--- config.mk ---
export PLATFORM = sky130hd
export DESIGN_NAME = time_set_editor
export DESIGN_NICKNAME = d
export VERILOG_FILES = /design/src/rtl/time_set_editor_pkg.sv /design/src/rtl/time_set_editor_btn_cond.sv /design/src/rtl/time_set_editor.sv
export SDC_FILE = /design/constraint.sdc
export NUM_CORES = 1
export LEC_CHECK = 0
export CAP_MARGIN = 15
export CORE_MARGIN = 5
export CORE_UTILIZATION = 43
export CTS_CLUSTER_SIZE = 40
export DETAILED_ROUTE_END_ITERATION = 10
export DONT_BUFFER_PORTS = 1
export GPL_ROUTABILITY_DRIVEN = 0
export PLACE_DENSITY = 0.7
export SETUP_SLACK_MARGIN = 0.2
export SLEW_MARGIN = 20
export SYNTH_ARGS = -nofsm -noshare
export SYNTH_HDL_FRONTEND = slang
export SYNTH_SLANG_ARGS = --single-unit
--- constraint.sdc ---
create_clock -name CLK -period 4.4 [get_ports CLK]
set_input_delay 1.1 -clock CLK [delete_from_list [all_inputs] [get_ports CLK]]
set_output_delay 1.1 -clock CLK [all_outputs]
set_load 0.005 [all_outputs]
--- src/rtl/time_set_editor_pkg.sv ---
// Shared encodings, limits and helpers for the time/alarm set editor.
// Optional alarm bank is enabled by defining ALARM_EDIT_EN.
package time_set_editor_pkg;

    localparam logic [1:0] MODE_NONE = 2'b00;
    localparam logic [1:0] MODE_NOW  = 2'b01;
    localparam logic [1:0] MODE_ARM  = 2'b10;

    typedef enum logic [1:0] {
        ST_IDLE,
        ST_EDIT_NOW,
        ST_EDIT_ARM,
        ST_DONE
    } state_e;

    typedef enum logic [1:0] {
        TGT_NONE,
        TGT_NOW,
        TGT_ARM
    } target_e;

    localparam logic [3:0] CUR_NONE = 4'd0;
    localparam logic [3:0] CUR_HOUR = 4'd1;
    localparam logic [3:0] CUR_MIN  = 4'd2;
    localparam logic [3:0] CUR_SEC  = 4'd3;

    localparam logic [6:0] HOUR_MAX   = 7'd23;
    localparam logic [6:0] MINSEC_MAX = 7'd59;

`ifdef ALARM_EDIT_EN
    localparam bit ALARM_EN = 1'b1;
`else
    localparam bit ALARM_EN = 1'b0;
`endif

    function automatic target_e decode_mode(input logic [1:0] m);
        target_e t;
        t = TGT_NONE;
        case (m)
            MODE_NOW: t = TGT_NOW;
            MODE_ARM: t = ALARM_EN ? TGT_ARM : TGT_NONE;
            default:  t = TGT_NONE;
        endcase
        return t;
    endfunction

    function automatic logic [6:0] wrap_inc(input logic [6:0] v,
                                            input logic [6:0] mx);
        return (v >= mx) ? 7'd0 : v + 7'd1;
    endfunction

    function automatic logic [6:0] wrap_dec(input logic [6:0] v,
                                            input logic [6:0] mx);
        return (v == 7'd0 || v > mx) ? mx : v - 7'd1;
    endfunction

    function automatic logic [6:0] clamp(input logic [6:0] v,
                                         input logic [6:0] mx);
        return (v > mx) ? mx : v;
    endfunction

    function automatic logic [3:0] next_cursor(input logic [3:0] c);
        logic [3:0] n;
        case (c)
            CUR_HOUR: n = CUR_MIN;
            CUR_MIN:  n = CUR_SEC;
            default:  n = CUR_HOUR;
        endcase
        return n;
    endfunction

endpackage

--- src/rtl/time_set_editor_btn_cond.sv ---
// Button conditioner: 2-FF synchronizer, debouncer, rising-edge pulse.
// A level must differ from the accepted level for DEB_CYCLES cycles.
module btn_cond #(
    parameter int DEB_CYCLES = 50000
) (
    input  logic CLK,
    input  logic RESETN,
    input  logic btn_i,
    output logic press_o
);

    localparam int CW = (DEB_CYCLES < 2) ? 1 : $clog2(DEB_CYCLES + 1);
    localparam logic [CW-1:0] CNT_LAST = CW'(DEB_CYCLES - 1);

    logic          sync1_q;
    logic          sync2_q;
    logic          level_q;
    logic          press_q;
    logic [CW-1:0] cnt_q;

    // Synchronize, qualify a stable level, pulse on accepted rise.
    always_ff @(posedge CLK) begin
        if (!RESETN) begin
            sync1_q <= 1'b0;
            sync2_q <= 1'b0;
            level_q <= 1'b0;
            press_q <= 1'b0;
            cnt_q   <= '0;
        end else begin
            sync1_q <= btn_i;
            sync2_q <= sync1_q;
            press_q <= 1'b0;
            if (sync2_q == level_q) begin
                cnt_q <= '0;
            end else if (cnt_q == CNT_LAST) begin
                level_q <= sync2_q;
                press_q <= sync2_q;
                cnt_q   <= '0;
            end else begin
                cnt_q <= cnt_q + CW'(1);
            end
        end
    end

    assign press_o = press_q;

endmodule

--- src/rtl/time_set_editor.sv ---
// Time / alarm set editor driven by four push buttons.
// Alarm bank and EDIT_ARM are present only with ALARM_EDIT_EN defined.
module time_set_editor
    import time_set_editor_pkg::*;
#(
    parameter int DEB_CYCLES = 50000
) (
    input  logic       CLK,
    input  logic       RESETN,
    input  logic [1:0] MODE,
    input  logic       BTN_UP,
    input  logic       BTN_DOWN,
    input  logic       BTN_SHIFT,
    input  logic       BTN_OK,
    input  logic [6:0] HOUR,
    input  logic [6:0] MIN,
    input  logic [6:0] SEC,
    output logic [6:0] SET_HOUR,
    output logic [6:0] SET_MIN,
    output logic [6:0] SET_SEC,
    output logic [6:0] ARM_HOUR,
    output logic [6:0] ARM_MIN,
    output logic [6:0] ARM_SEC,
    output logic [3:0] SHIFT_NOW,
    output logic       LOAD,
    output logic       ARM_VALID
);

    logic up_p, dn_p, sh_p, ok_p;

    btn_cond #(.DEB_CYCLES(DEB_CYCLES)) u_up (
        .CLK(CLK), .RESETN(RESETN), .btn_i(BTN_UP), .press_o(up_p));
    btn_cond #(.DEB_CYCLES(DEB_CYCLES)) u_dn (
        .CLK(CLK), .RESETN(RESETN), .btn_i(BTN_DOWN), .press_o(dn_p));
    btn_cond #(.DEB_CYCLES(DEB_CYCLES)) u_sh (
        .CLK(CLK), .RESETN(RESETN), .btn_i(BTN_SHIFT), .press_o(sh_p));
    btn_cond #(.DEB_CYCLES(DEB_CYCLES)) u_ok (
        .CLK(CLK), .RESETN(RESETN), .btn_i(BTN_OK), .press_o(ok_p));

    state_e     state_q;
    target_e    edit_tgt_q;
    logic [6:0] set_hour_q, set_min_q, set_sec_q;
    logic [3:0] cursor_q;
    logic       load_q;

`ifdef ALARM_EDIT_EN
    logic [6:0] arm_hour_q, arm_min_q, arm_sec_q;
    logic       arm_valid_q;
    assign ARM_HOUR  = arm_hour_q;
    assign ARM_MIN   = arm_min_q;
    assign ARM_SEC   = arm_sec_q;
    assign ARM_VALID = arm_valid_q;
`else
    assign ARM_HOUR  = 7'd0;
    assign ARM_MIN   = 7'd0;
    assign ARM_SEC   = 7'd0;
    assign ARM_VALID = 1'b0;
`endif

    target_e    tgt;
    logic       edit_arm;
    logic       step;
    logic [6:0] cur_val;
    logic [6:0] cur_max;
    logic [6:0] new_val;

    assign tgt      = decode_mode(MODE);
    assign edit_arm = (state_q == ST_EDIT_ARM);
    // Simultaneous up and down cancel each other.
    assign step     = up_p ^ dn_p;

    // Select the field under the cursor and compute its wrapped update.
    always_comb begin
        cur_val = 7'd0;
        cur_max = MINSEC_MAX;
        case (cursor_q)
            CUR_HOUR: begin
                cur_val = edit_arm ? ARM_HOUR : set_hour_q;
                cur_max = HOUR_MAX;
            end
            CUR_MIN: cur_val = edit_arm ? ARM_MIN : set_min_q;
            CUR_SEC: cur_val = edit_arm ? ARM_SEC : set_sec_q;
            default: cur_val = 7'd0;
        endcase
        new_val = up_p ? wrap_inc(cur_val, cur_max)
                       : wrap_dec(cur_val, cur_max);
    end

    // Editor state machine with registered outputs.
    always_ff @(posedge CLK) begin
        if (!RESETN) begin
            state_q    <= ST_IDLE;
            edit_tgt_q <= TGT_NONE;
            set_hour_q <= 7'd0;
            set_min_q  <= 7'd0;
            set_sec_q  <= 7'd0;
            cursor_q   <= CUR_NONE;
            load_q     <= 1'b0;
`ifdef ALARM_EDIT_EN
            arm_hour_q  <= 7'd0;
            arm_min_q   <= 7'd0;
            arm_sec_q   <= 7'd0;
            arm_valid_q <= 1'b0;
`endif
        end else begin
            load_q <= 1'b0;
            unique case (state_q)
                ST_IDLE: begin
                    set_hour_q <= clamp(HOUR, HOUR_MAX);
                    set_min_q  <= clamp(MIN, MINSEC_MAX);
                    set_sec_q  <= clamp(SEC, MINSEC_MAX);
                    cursor_q   <= CUR_NONE;
                    if (tgt == TGT_NOW) begin
                        state_q    <= ST_EDIT_NOW;
                        edit_tgt_q <= TGT_NOW;
                        cursor_q   <= CUR_HOUR;
                    end else if (tgt == TGT_ARM) begin
                        state_q    <= ST_EDIT_ARM;
                        edit_tgt_q <= TGT_ARM;
                        cursor_q   <= CUR_HOUR;
                    end
                end
                ST_EDIT_NOW, ST_EDIT_ARM: begin
                    if (tgt != edit_tgt_q) begin
                        // Mode changed: drop the edit, keep edited values.
                        edit_tgt_q <= tgt;
                        if (tgt == TGT_NOW) begin
                            state_q    <= ST_EDIT_NOW;
                            cursor_q   <= CUR_HOUR;
                            set_hour_q <= clamp(HOUR, HOUR_MAX);
                            set_min_q  <= clamp(MIN, MINSEC_MAX);
                            set_sec_q  <= clamp(SEC, MINSEC_MAX);
                        end else if (tgt == TGT_ARM) begin
                            state_q  <= ST_EDIT_ARM;
                            cursor_q <= CUR_HOUR;
                        end else begin
                            state_q  <= ST_IDLE;
                            cursor_q <= CUR_NONE;
                        end
                    end else if (ok_p) begin
                        state_q  <= ST_DONE;
                        cursor_q <= CUR_NONE;
                        if (!edit_arm) begin
                            load_q <= 1'b1;
                        end
`ifdef ALARM_EDIT_EN
                        else begin
                            arm_valid_q <= 1'b1;
                        end
`endif
                    end else begin
                        if (step) begin
                            case (cursor_q)
                                CUR_HOUR: begin
`ifdef ALARM_EDIT_EN
                                    if (edit_arm) arm_hour_q <= new_val;
                                    else
`endif
                                    set_hour_q <= new_val;
                                end
                                CUR_MIN: begin
`ifdef ALARM_EDIT_EN
                                    if (edit_arm) arm_min_q <= new_val;
                                    else
`endif
                                    set_min_q <= new_val;
                                end
                                CUR_SEC: begin
`ifdef ALARM_EDIT_EN
                                    if (edit_arm) arm_sec_q <= new_val;
                                    else
`endif
                                    set_sec_q <= new_val;
                                end
                                default: ;
                            endcase
                        end
                        // Cursor moves after the edit of this cycle.
                        if (sh_p) begin
                            cursor_q <= next_cursor(cursor_q);
                        end
                    end
                end
                ST_DONE: begin
                    if (tgt != edit_tgt_q) begin
                        state_q    <= ST_IDLE;
                        edit_tgt_q <= TGT_NONE;
                    end
                end
                default: state_q <= ST_IDLE;
            endcase
        end
    end

    assign SET_HOUR  = set_hour_q;
    assign SET_MIN   = set_min_q;
    assign SET_SEC   = set_sec_q;
    assign SHIFT_NOW = cursor_q;
    assign LOAD      = load_q;

endmodule
==> reports/results.txt <==
The flow ran to the end, and the final reports show no timing, DRC or antenna violations. Registers are responsible for 48.7% of the overall power. In the final routed layout, each cell accounts on average for 14.7 um. The startpoint identified for the worst register-to-register timing path is SHIFT_NOW[1]. Port buffering added 0 buffers. The cts-stage hold buffer count is 0, and the standard-cell row count is 41.

The tools report the tightest hold margin as 0.432 ns. For this run, the number of Yosys warnings is 0. Data arrives at the worst endpoint at 4.15 ns.

The logs give 12,500 um^2 for the floorplan core area and 0 for the final number of setup-violating endpoints. The number of clock sinks is 107. The worst clock skew on the final layout is 0.0107 ns, and the share of layout cells above drive strength 1 is 4.67%.

The area share of the largest cell type after synthesis is 39.3%, and the wire length of the first global-routing pass is 18,800 um. Post-CTS timing repair inserted 0 buffers for setup. In this run the remaining antenna-violating nets after routing total 0.

The cell type contributing the most total cell area after synthesis was sky130_fd_sc_hd__dfxtp_1. The starting density of the core came out at 43.6%. The post-CTS resize count came out at 0. After layout, the worst path uses 88.7% of the clock period. Yosys attributes the largest share of cell area to sky130_fd_sc_hd__dfxtp_1 39%, sky130_fd_sc_hd__nor2_1 6.5%, sky130_fd_sc_hd__xor2_1 5.6%. For this design the static power due to leakage is 2.12 nW.

The fmax came out at 0.256 GHz. Across the run, the number of max-cap violations was 0. In this run the cell area of the synthesized design comes to 5460 um^2. The number of nets in the layout came out at 664. In this run the clock root is driven by a sky130_fd_sc_hd__clkbuf_16. By count the netlist is led by 107 x sky130_fd_sc_hd__dfxtp_1, 95 x sky130_fd_sc_hd__nor2_1, 35 x sky130_fd_sc_hd__xor2_1.

The start-to-end type of the worst setup path is reg2reg. The start point of the worst hold path is u_dn.sync1_q. The overall track demand over capacity in global routing is 15.5%. After filler insertion, the fill cell instance count of the layout stands at 1,234. The actual slew at the worst max-slew pin is 0.876 ns. Summing over every cut layer, the via total after detailed routing is 4,361. Setup repair after global routing left no endpoint under its margin.

The run gives 0 as the initial antenna violation count. The slack of the worst reg-to-reg path was 0.50 ns. For the number of cells produced by synthesis, the log shows 623. The net switching share of the total power was 30.9%. The final-layout setup total negative slack was 0 ns.

The most instantiated flip-flop cell in the synthesis netlist is sky130_fd_sc_hd__dfxtp_1. Per report_power, the combinational group accounts for 17.0% of the total. The residual DRC count is 0, and the I/O pin total is 77. The clock period minus final worst setup slack was 3.90 ns; the insertion delay to the later sink of the worst-skew pair was 0.36 ns. Clock-pin slew was measured on the worst setup and hold paths at 0.07 ns. The count of final max-slew check failures is 0. The die is 123 um wide. After synthesis, the share of flip-flops with an asynchronous set or reset is 0%.

Length of the first detailed-routing pass in iterations: 8. After legalization and detailed placement, the total HPWL measured 8660 um. Compared with the post-synthesis result, the final layout area differs by 6.49%. Entering global routing, the biggest net connects 63 pins. Clock tree synthesis inserted a total of 9 buffers. The logs give 0.708 mW for the net switching power and 0 for the overflow left after global routing. In this run, placement finished with an instance count of 777.

The tools report the startpoint of the worst setup timing path as SHIFT_NOW[1]. The via count of the first global-routing pass was 4,042; the required time of the critical path was 4.65 ns. After the first detailed-routing iteration, the DRC count stood at 309.

The largest driver fanout on the critical path was 10; the number of buffers between clock root and the deepest sink was 2. The worst-case IR drop observed on VDD is 0.000218 V. The count of flip-flops with a built-in enable after synthesis is 0, and the vias per cell is 5.50. The power per cell area was 394 nW/um^2; the routed wire length was 11,700 um. The height of the chip was 123 um. TritonCTS built the clock tree. In this run the tightest slew margin relative to its limit is 41.6%. The tools report the startpoint type of the worst setup path as a register. The worst setup path is captured at a register.

For the floorplan die area, the log shows 15,000 um^2. The internal portion of the total power is 1.58 mW. Most common cell in the netlist: sky130_fd_sc_hd__dfxtp_1. The run gives 0 as the final number of hold-violating endpoints. After synthesis, flip-flops and latches occupy 39.3% of the total area. The run gives 0 as the count of antenna diodes in the layout. The number of different library cells used by synthesis comes to 62.

The H-tree was split into 3 levels. The worst hold path belongs to the class reg2reg. In this run, synthesis produced a sequential element count of 107. Per report_power, the clock group accounts for 34.3% of the total. Dividing the synthesized area by the synthesized cell count gives 8.76 um^2. The non-filler instance count after layout came out at 793.
==> logic make-up (layout without fill, tap and decap cells) <==
logic type                 Yosys count  count (layout)  synth area share (%)
buffers and inverters               67              42                  6.58
other                                1              24                0.0687
DFF                                107             107                  39.3
and+or+nand+nor                    253             253                  23.5
xor gates and xnor gates            67              67                  10.8
AOI/OAI and AO/OA                  105             105                  14.8
muxes                                4               4                 0.734
adders and majority gates           19              19                  4.36
==> final timing paths <==
check                       to  cells after the start
setup / recovery    SET_MIN[2]                     13
setup reg to reg    SET_MIN[2]                     13
hold reg to reg   u_dn.sync2_q                      1
hold / removal    u_dn.sync2_q                      1
==> per-stage QoR <==
stage	power, mW	worst slack, ns	utilization (%)	cell area, um^2
after floorplan	1.43	0.671	-	5540
after global placement	1.51	0.680	44.1	5520
after detailed placement	1.52	0.549	44.1	5520
after CTS	2.31	0.533	46.4	5810
after global routing	2.40	0.298	46.4	5810
final	2.29	0.495	46.4	5810
==> routing by layer <==
metal  up-vias  global-route usage [%]  routed length (um)
li1       2156                       -                   -
met1      2050                    18.7                4980
met2       127                    25.1                5650
met3        28                    4.79                 711
met4         0                    7.21                 316
met5         -                       0                   0
==> placed cells by master, fill, tap and decap left out, types with 7 or more instances in the layout <==
cell and instances:
sky130_fd_sc_hd__a21oi_1 10, sky130_fd_sc_hd__a222oi_1 7, sky130_fd_sc_hd__a31oi_1 9, sky130_fd_sc_hd__a32o_1 12, sky130_fd_sc_hd__and2_1 11, sky130_fd_sc_hd__and3_1 23
sky130_fd_sc_hd__clkbuf_16 9, sky130_fd_sc_hd__conb_1 24, sky130_fd_sc_hd__dfxtp_1 107, sky130_fd_sc_hd__ha_1 19, sky130_fd_sc_hd__inv_1 21, sky130_fd_sc_hd__nand2_1 28
sky130_fd_sc_hd__nand3_1 28, sky130_fd_sc_hd__nand4_1 14, sky130_fd_sc_hd__nor2_1 95, sky130_fd_sc_hd__nor2b_1 8, sky130_fd_sc_hd__nor3_1 11, sky130_fd_sc_hd__nor3b_1 7
sky130_fd_sc_hd__o21ai_0 25, sky130_fd_sc_hd__xnor2_1 32, sky130_fd_sc_hd__xor2_1 35
==> sequential cells by signal, indices dropped and copies added (netlist names), 2 cells and up <==
register	cells
SET_SEC	7
u_dn.cnt_q	16
SET_MIN	7
u_sh.cnt_q	16
u_ok.cnt_q	16
state_q	2
u_up.cnt_q	16
SHIFT_NOW	2
SET_HOUR	7
==> final cells by class <==
cell class	instances	area, um^2	share of cell area, %
clock inverters	7	70.1	1.21
clock buffers	9	225	3.88
inverters	21	78.8	1.36
well taps	172	215	3.70
repair buffers	5	37.5	0.646
multi-input cells	472	3040	52.3
flip-flops and latches	107	2140	36.9
==> worst max-delay path, cell delays in order (launching register included) <==
cell	delay, ns
sky130_fd_sc_hd__dfxtp_1	0.44
sky130_fd_sc_hd__inv_1	0.10
sky130_fd_sc_hd__ha_1	0.26
sky130_fd_sc_hd__buf_4	0.20
sky130_fd_sc_hd__a222oi_1	0.36
sky130_fd_sc_hd__buf_4	0.23
sky130_fd_sc_hd__nor2_1	0.08
sky130_fd_sc_hd__ha_1	0.28
sky130_fd_sc_hd__or4bb_1	0.54
sky130_fd_sc_hd__nor4b_1	0.38
sky130_fd_sc_hd__o2bb2ai_2	0.18
sky130_fd_sc_hd__nor3_1	0.12
sky130_fd_sc_hd__a221o_1	0.38
sky130_fd_sc_hd__a32o_1	0.22
==> power groups by stage <==
| stage | Sequential, mW | Combinational [mW] | Clock [mW] |
|---|---|---|---|
| after floorplan | 1.11 | 0.318 | 0 |
| after global placement | 1.14 | 0.368 | 0 |
| after detailed placement | 1.14 | 0.379 | 0 |
| final | 1.12 | 0.390 | 0.785 |
| after global routing | 1.12 | 0.424 | 0.852 |
| after CTS | 1.12 | 0.380 | 0.812 |
(Power assumes the default switching activity.)
